**src/rtl/pe_pkg.sv**
```systemverilog
// pe_pkg -- shared definitions for the reversible-PE error logger.
//   state_t     : logger FSM encoding (also visible in the status register)
//   ADDR_*      : read-port register addresses
//   ID_CONST    : fixed identification word returned at ADDR_ID
package pe_pkg;

    typedef enum logic [1:0] {
        ST_IDLE  = 2'b01,
        ST_ARMED = 2'b10,
        ST_DONE  = 2'b11
    } state_t;

    localparam logic [1:0]  ADDR_CNT    = 2'd0;
    localparam logic [1:0]  ADDR_FIRST  = 2'd1;
    localparam logic [1:0]  ADDR_STATUS = 2'd2;
    localparam logic [1:0]  ADDR_ID     = 2'd3;

    localparam logic [15:0] ID_CONST    = 16'h5E01;

endpackage

```
**src/rtl/sat_counter.sv**
```systemverilog
// sat_counter -- up-counter that sticks at its all-ones value.
//   clk, rst_n : clock, asynchronous active-low reset
//   inc        : add one this cycle (ignored once saturated)
//   clr        : synchronous zero, wins over inc
//   count      : current value
module sat_counter #(
    parameter int WIDTH = 8
) (
    input  logic             clk,
    input  logic             rst_n,
    input  logic             inc,
    input  logic             clr,
    output logic [WIDTH-1:0] count
);

    logic [WIDTH-1:0] r_count;

    always_ff @(posedge clk or negedge rst_n) begin
        if (!rst_n) begin
            r_count <= '0;
        end else if (clr) begin
            r_count <= '0;
        end else if (inc && (r_count != '1)) begin
            r_count <= r_count + WIDTH'(1);
        end
    end

    assign count = r_count;

endmodule

```
**src/rtl/pe_err_logger.sv**
```systemverilog
// pe_err_logger -- counts reverse-check mismatches of a reversible PE during
// one run (START .. end of busy) and records where the first one happened.
//   clk, rst_n       : clock, asynchronous active-low reset
//   start            : arm / restart a run (clears all run state)
//   busy             : PE is in WORK; advances the cycle index
//   err1, err2       : multiplier / adder reverse-check mismatch flags
//   clr              : synchronous clear to IDLE, wins over start
//   rd_en, rd_addr   : register read request and select
//   rd_data,rd_valid : read response
//   err_any          : sticky "an error was counted this run"
//   done             : run finished (busy fell while armed)
//
// Read handshake: rd_en is a request sampled on every clock edge with no
// backpressure; exactly one cycle later rd_valid is high and rd_data holds the
// selected register as it was before that edge. When rd_valid is low, rd_data
// is zero.
module pe_err_logger
    import pe_pkg::*;
#(
    parameter int CNT_W = 8,
    parameter int CYC_W = 12
) (
    input  logic        clk,
    input  logic        rst_n,
    input  logic        start,
    input  logic        busy,
    input  logic        err1,
    input  logic        err2,
    input  logic        clr,
    input  logic        rd_en,
    input  logic [1:0]  rd_addr,
    output logic [15:0] rd_data,
    output logic        rd_valid,
    output logic        err_any,
    output logic        done
);

    state_t             r_state;
    logic               r_busy_q;
    logic               r_done;
    logic               r_err_any;
    logic               r_first_vld;
    logic [1:0]         r_src;
    logic [CYC_W-1:0]   r_first_idx;
    logic [15:0]        r_rd_data;
    logic               r_rd_valid;

    logic               w_armed;
    logic               w_zero;
    logic               w_err;
    logic [CNT_W-1:0]   w_err1_cnt;
    logic [CNT_W-1:0]   w_err2_cnt;
    logic [CYC_W-1:0]   w_cyc;
    logic [15:0]        w_rd_mux;

    assign w_armed = (r_state == ST_ARMED);
    // Arm and clear both wipe the counters, so one zero strobe serves both.
    assign w_zero  = clr | start;
    assign w_err   = w_armed & (err1 | err2);

    sat_counter #(.WIDTH(CNT_W)) u_err1_cnt (
        .clk   (clk),
        .rst_n (rst_n),
        .inc   (w_armed & err1),
        .clr   (w_zero),
        .count (w_err1_cnt)
    );

    sat_counter #(.WIDTH(CNT_W)) u_err2_cnt (
        .clk   (clk),
        .rst_n (rst_n),
        .inc   (w_armed & err2),
        .clr   (w_zero),
        .count (w_err2_cnt)
    );

    sat_counter #(.WIDTH(CYC_W)) u_cyc_idx (
        .clk   (clk),
        .rst_n (rst_n),
        .inc   (w_armed & busy),
        .clr   (w_zero),
        .count (w_cyc)
    );

    // Run-control FSM with its registered flags and first-error record.
    always_ff @(posedge clk or negedge rst_n) begin
        if (!rst_n) begin
            r_state     <= ST_IDLE;
            r_busy_q    <= 1'b0;
            r_done      <= 1'b0;
            r_err_any   <= 1'b0;
            r_first_vld <= 1'b0;
            r_src       <= 2'b00;
            r_first_idx <= '0;
        end else begin
            r_busy_q <= busy;
            if (clr) begin
                r_state     <= ST_IDLE;
                r_done      <= 1'b0;
                r_err_any   <= 1'b0;
                r_first_vld <= 1'b0;
                r_src       <= 2'b00;
                r_first_idx <= '0;
            end else if (start) begin
                // Arming from any state, including a restart while armed.
                r_state     <= ST_ARMED;
                r_done      <= 1'b0;
                r_err_any   <= 1'b0;
                r_first_vld <= 1'b0;
                r_src       <= 2'b00;
                r_first_idx <= '0;
            end else if (w_armed) begin
                if (w_err) begin
                    r_err_any <= 1'b1;
                    if (!r_first_vld) begin
                        r_first_vld <= 1'b1;
                        r_src       <= {err2, err1};
                        r_first_idx <= w_cyc;
                    end
                end
                // Falling edge of busy ends the run.
                if (r_busy_q && !busy) begin
                    r_state <= ST_DONE;
                    r_done  <= 1'b1;
                end
            end
        end
    end

    always_comb begin
        w_rd_mux = 16'h0000;
        case (rd_addr)
            ADDR_CNT:    w_rd_mux = {8'(w_err2_cnt), 8'(w_err1_cnt)};
            ADDR_FIRST:  w_rd_mux = {r_first_vld, r_src, 1'b0, 12'(r_first_idx)};
            ADDR_STATUS: w_rd_mux = {r_state, r_done, r_err_any, 12'(w_cyc)};
            ADDR_ID:     w_rd_mux = ID_CONST;
            default:     w_rd_mux = 16'h0000;
        endcase
    end

    // Registered read port: sampling pre-edge values gives the pre-update view.
    always_ff @(posedge clk or negedge rst_n) begin
        if (!rst_n) begin
            r_rd_data  <= 16'h0000;
            r_rd_valid <= 1'b0;
        end else begin
            r_rd_valid <= rd_en;
            r_rd_data  <= rd_en ? w_rd_mux : 16'h0000;
        end
    end

    assign rd_data  = r_rd_data;
    assign rd_valid = r_rd_valid;
    assign err_any  = r_err_any;
    assign done     = r_done;

endmodule

```
**config.mk**
```make
export PLATFORM = sky130hd
export DESIGN_NAME = pe_err_logger
export DESIGN_NICKNAME = d
export VERILOG_FILES = /design/src/rtl/pe_pkg.sv /design/src/rtl/sat_counter.sv /design/src/rtl/pe_err_logger.sv
export SDC_FILE = /design/constraint.sdc
export NUM_CORES = 1
export LEC_CHECK = 0
export BUFFER_PORTS_ARGS = -buffer_cell sky130_fd_sc_hd__buf_2
export CAP_MARGIN = 20
export CELL_PAD_IN_SITES_DETAIL_PLACEMENT = 1
export CELL_PAD_IN_SITES_GLOBAL_PLACEMENT = 1
export CORE_MARGIN = 3
export CORE_UTILIZATION = 47
export CTS_CLUSTER_SIZE = 16
export DETAILED_ROUTE_END_ITERATION = 7
export GPL_ROUTABILITY_DRIVEN = 0
export PLACE_DENSITY_LB_ADDON = 0.1
export REMOVE_ABC_BUFFERS = 1
export SYNTH_ARGS = -nofsm -noshare
export SYNTH_HDL_FRONTEND = slang
export SYNTH_HIERARCHICAL = 1
export SYNTH_SLANG_ARGS = --single-unit
```
**constraint.sdc**
```tcl
create_clock -name clk -period 2.4 [get_ports clk]
set_input_delay 0.48 -clock clk [delete_from_list [all_inputs] [get_ports clk]]
set_output_delay 0.48 -clock clk [all_outputs]
set_load 0.01 [all_outputs]
```
==> implementation parameters <==
Parameter                              Value

Routing
  Antenna-violating nets left ... 0
  Via count ... 2671
  Post-detailed-route DRC marker count ... 0
  1st-iter DRT viols ... 139
  Overall routed net length ... 8630 um
  Via density per instance ... 5.91
  TritonRoute pass-1 iters ... 4
  Average detailed-routed wire length per instance ... 19.1 um

Synthesis
  Synth warn ... 6
  Number of standard cells after synthesis ... 323
  Mean Syn Cell Area ... 10.3 um2
  Share of the yosys chip area belonging to registers ... 48.0%
  Netlist cell types ... 54
  Share of flip-flops with an asynchronous set or reset after synthesis ... 100%
  Number of flops mapped to enable cells by yosys ... 0
  Netlist Area Pre-Place ... 3340 um2
  Top FF cell, synth ... dfrtp_1
  Number of storage elements in the synthesis netlist ... 64

Global routing
  Number of antenna violations at the first check in global routing ... 0
  First-pass GRT wire length ... 14800 um
  Number of global-route vias before repair ... 2821
  Pin count of the biggest net entering global routing ... 65
  Total congestion overflow ... 0
  Global-route usage over all layers ... 22.8%

Placement
  HPWL after detailed placement ... 5840 um
  Count of buffers from port buffering ... 28

STA
  Post-layout minimum cycle time ... 2.15 ns
  Final total negative setup slack ... 0 ns
  Endpoints failing setup ... 0
  Worst Tran Pin Value ... 0.636 ns
  Setup repair after global routing missed its margin ... no
  Rel. slew slack ... 57.5%
  Final-report max-slew violation count ... 0
  Final Hold Fails ... 0
  Period utilisation layout ... 89.5%
  Maximum clock frequency ... 466 MHz
  Clock Skews ... 0.00597 ns

Setup path
  Kind of critical path ... register to register
  Depth of the worst register-to-register path ... 6
  Critical path data required time ... 2.63 ns
  Maximum net fanout on the critical path ... 6
  Capturing point of the worst reg2reg path ... u_cyc_idx/count[5]
  Reg2Reg Launch Point ... r_state[1]
  Minimum setup slack among reg-to-reg paths ... 0.25 ns
  CP endpoint ... u_cyc_idx/count[5]
  Type of destination of the critical path ... register
  Startpoint type of the worst setup path ... register
  CP Data Arrival Time ... 2.38 ns
  Crit path launch ... r_state[1]

Clocking
  Hold-fix buffers at CTS ... 0
  TritonCTS clock tree ... done
  Post-CTS resize count ... 0
  Latest clock arrival within the worst-skew pair ... 0.35 ns
  Clk sinks ... 64
  Postcts setup bufs ... 0
  Number of H-tree branching levels ... 3
  Maximum clock path buffer count ... 2
  TritonCTS Buffers ... 9
  CTS clk-pin slew, worst paths ... 0.07 ns
  Clock Tree Root ... clkbuf_8

Final layout
  Most common cell after layout, fill and taps aside ... dfrtp_1
  Sequential cell area ... 1600 um2
  Number of nets in the finished design ... 365
  Area growth from synthesis to final layout ... 13.2%
  Commonest cells after routing, fill and taps aside ... dfrtp_1 (63), buf_2 (28), a21oi_1 (25), nand3_1 (23), nor2_1 (21)
  # fillers ... 773
  Final standard cell utilization of the core ... 55.4%
  Footprint of the multi-input gates ... 1620 um2
  Fraction of final layout cells sized beyond drive strength 1 ... 22.8%
  Diodes inserted ... 0

Die
  Rows ... 30
  Starting density of the core ... 48.9%
  Number of top-level design ports ... 29
  Chip Width ... 90.3 um
  Die extent in y ... 90.3 um
  Die Outline Area ... 8160 um2
  Standard cell core area ... 6830 um2

Job
  Maxcap violations ... 0

Pwr
  Static leakage power ... 0.00161 uW
  Peak supply drop ... 317 uV
  Power per cell area ... 585 nW/um2
  Power, Total ... 2210 uW

Worst hold path
  Hold Crit Class ... input pin to asynchronous set/reset pin

Outcome
  Result of the run ... finished, final reports clean
## stage by stage
| stage | area, um2 | hold WS, ns | instances | setup slack (ns) |
|---|---|---|---|---|
| finish | 3780 | 0.133 | 452 | 0.253 |
| global route | 3780 | 0.166 | 452 | 0.0984 |
| CTS | 3780 | 0.149 | 452 | 0.253 |
| global placement | 3580 | 0.524 | 437 | 0.406 |
| floorplan | 3250 | 0.184 | 307 | 0.609 |
| detailed placement | 3580 | 0.526 | 437 | 0.276 |
## registers in the layout (all words and copies together) (netlist names)
signal            count
rd_data              16
r_state               2
u_cyc_idx/count      12
r_first_vld           1
u_err2_cnt/count      8
r_first_idx          12
rd_valid              1
done                  1
r_busy_q              1
r_src                 2
u_err1_cnt/count      8
## synthesized netlist by cell type (2+ instances only)
cell | n | share of area, %
a41oi_1 | 2 | 0.52
and3_1 | 3 | 0.56
nand3_1 | 23 | 3.4
nand3_2 | 2 | 0.60
and4_2 | 2 | 0.60
nor3b_1 | 2 | 0.45
mux2_2 | 9 | 3.0
nand3_4 | 2 | 1.0
a2111oi_0 | 2 | 0.52
a211oi_1 | 2 | 0.45
and2_1 | 14 | 2.6
a31oi_1 | 2 | 0.37
inv_1 | 6 | 0.67
nor3_1 | 13 | 1.9
o221a_2 | 5 | 1.7
nor2b_1 | 11 | 2.1
ha_1 | 3 | 1.1
a21oi_1 | 25 | 3.7
nand2b_1 | 7 | 1.3
mux2i_1 | 14 | 4.2
clkbuf_1 | 6 | 0.67
nand2_1 | 11 | 1.2
o21ai_1 | 7 | 1.0
o21ai_2 | 2 | 0.52
dfrtp_1 | 63 | 47
o21ai_0 | 9 | 1.3
buf_2 | 5 | 0.75
buf_4 | 3 | 0.67
o2bb2ai_1 | 10 | 2.6
nor2_1 | 21 | 2.4
or3_1 | 3 | 0.56
nor4_1 | 3 | 0.56
nand4_1 | 5 | 0.94
xnor2_1 | 2 | 0.52
and4_1 | 4 | 1.0
a21boi_1 | 2 | 0.45
## power breakdown
group	total, uW	internal [uW]	leakage, uW	switching, uW
clock network	965	555	0.000108	410
logic	148	47.4	0.000625	101
registers	1100	1090	0.000879	8.08
total	2210	1690	0.00161	519
## cell families (layout without fill, tap and decap cells)
group | count (synthesis) | after routing | share of synthesized area, %
AOI/OAI and AO/OA | 73 | 73 | 14.9
xor gates and xnor gates | 3 | 3 | 0.786
adders and majority gates | 3 | 3 | 1.12
buffers and inverters | 22 | 55 | 3.48
DFF | 64 | 64 | 48.0
muxes | 25 | 25 | 8.01
and+or+nand+nor | 133 | 133 | 23.7
## per-layer routing
metal  up-vias  global-route usage, %  wire length [um]
met4         0                   9.57               136
met3         9                   3.42               323
li1       1239                      -                 -
met1      1367                   31.9              4140
met2        56                   35.3              4030
met5         -                      0                 0
## worst max-delay path: stages (launching register included)
cell and delay [ns]:
dfrtp_1 0.42, nor2b_1 0.31, and2_1 0.35, nand4_1 0.25, a41oi_2 0.27, nand3_1 0.12, mux2_1 0.32
## worst min path at each step
stage / to / cells past startpoint
final: u_err1_cnt/count[4] / 2
after CTS: u_err1_cnt/count[7] / 2
after floorplan: done / 0
after detailed placement: u_err1_cnt/count[7] / 2
after global placement: u_err1_cnt/count[7] / 2
after global routing: u_err1_cnt/count[4] / 2
## final cells by class
| type | instances | share of cell area (%) |
|---|---|---|
| timing repair buffer | 34 | 5.56 |
| clock buffer | 12 | 4.37 |
| multi-input combinational | 237 | 42.9 |
| inverter | 6 | 0.595 |
| sequential | 64 | 42.4 |
| tap | 96 | 3.17 |
| clock inverter | 3 | 1.06 |
Note: power is estimated with default switching activity, not from simulation.
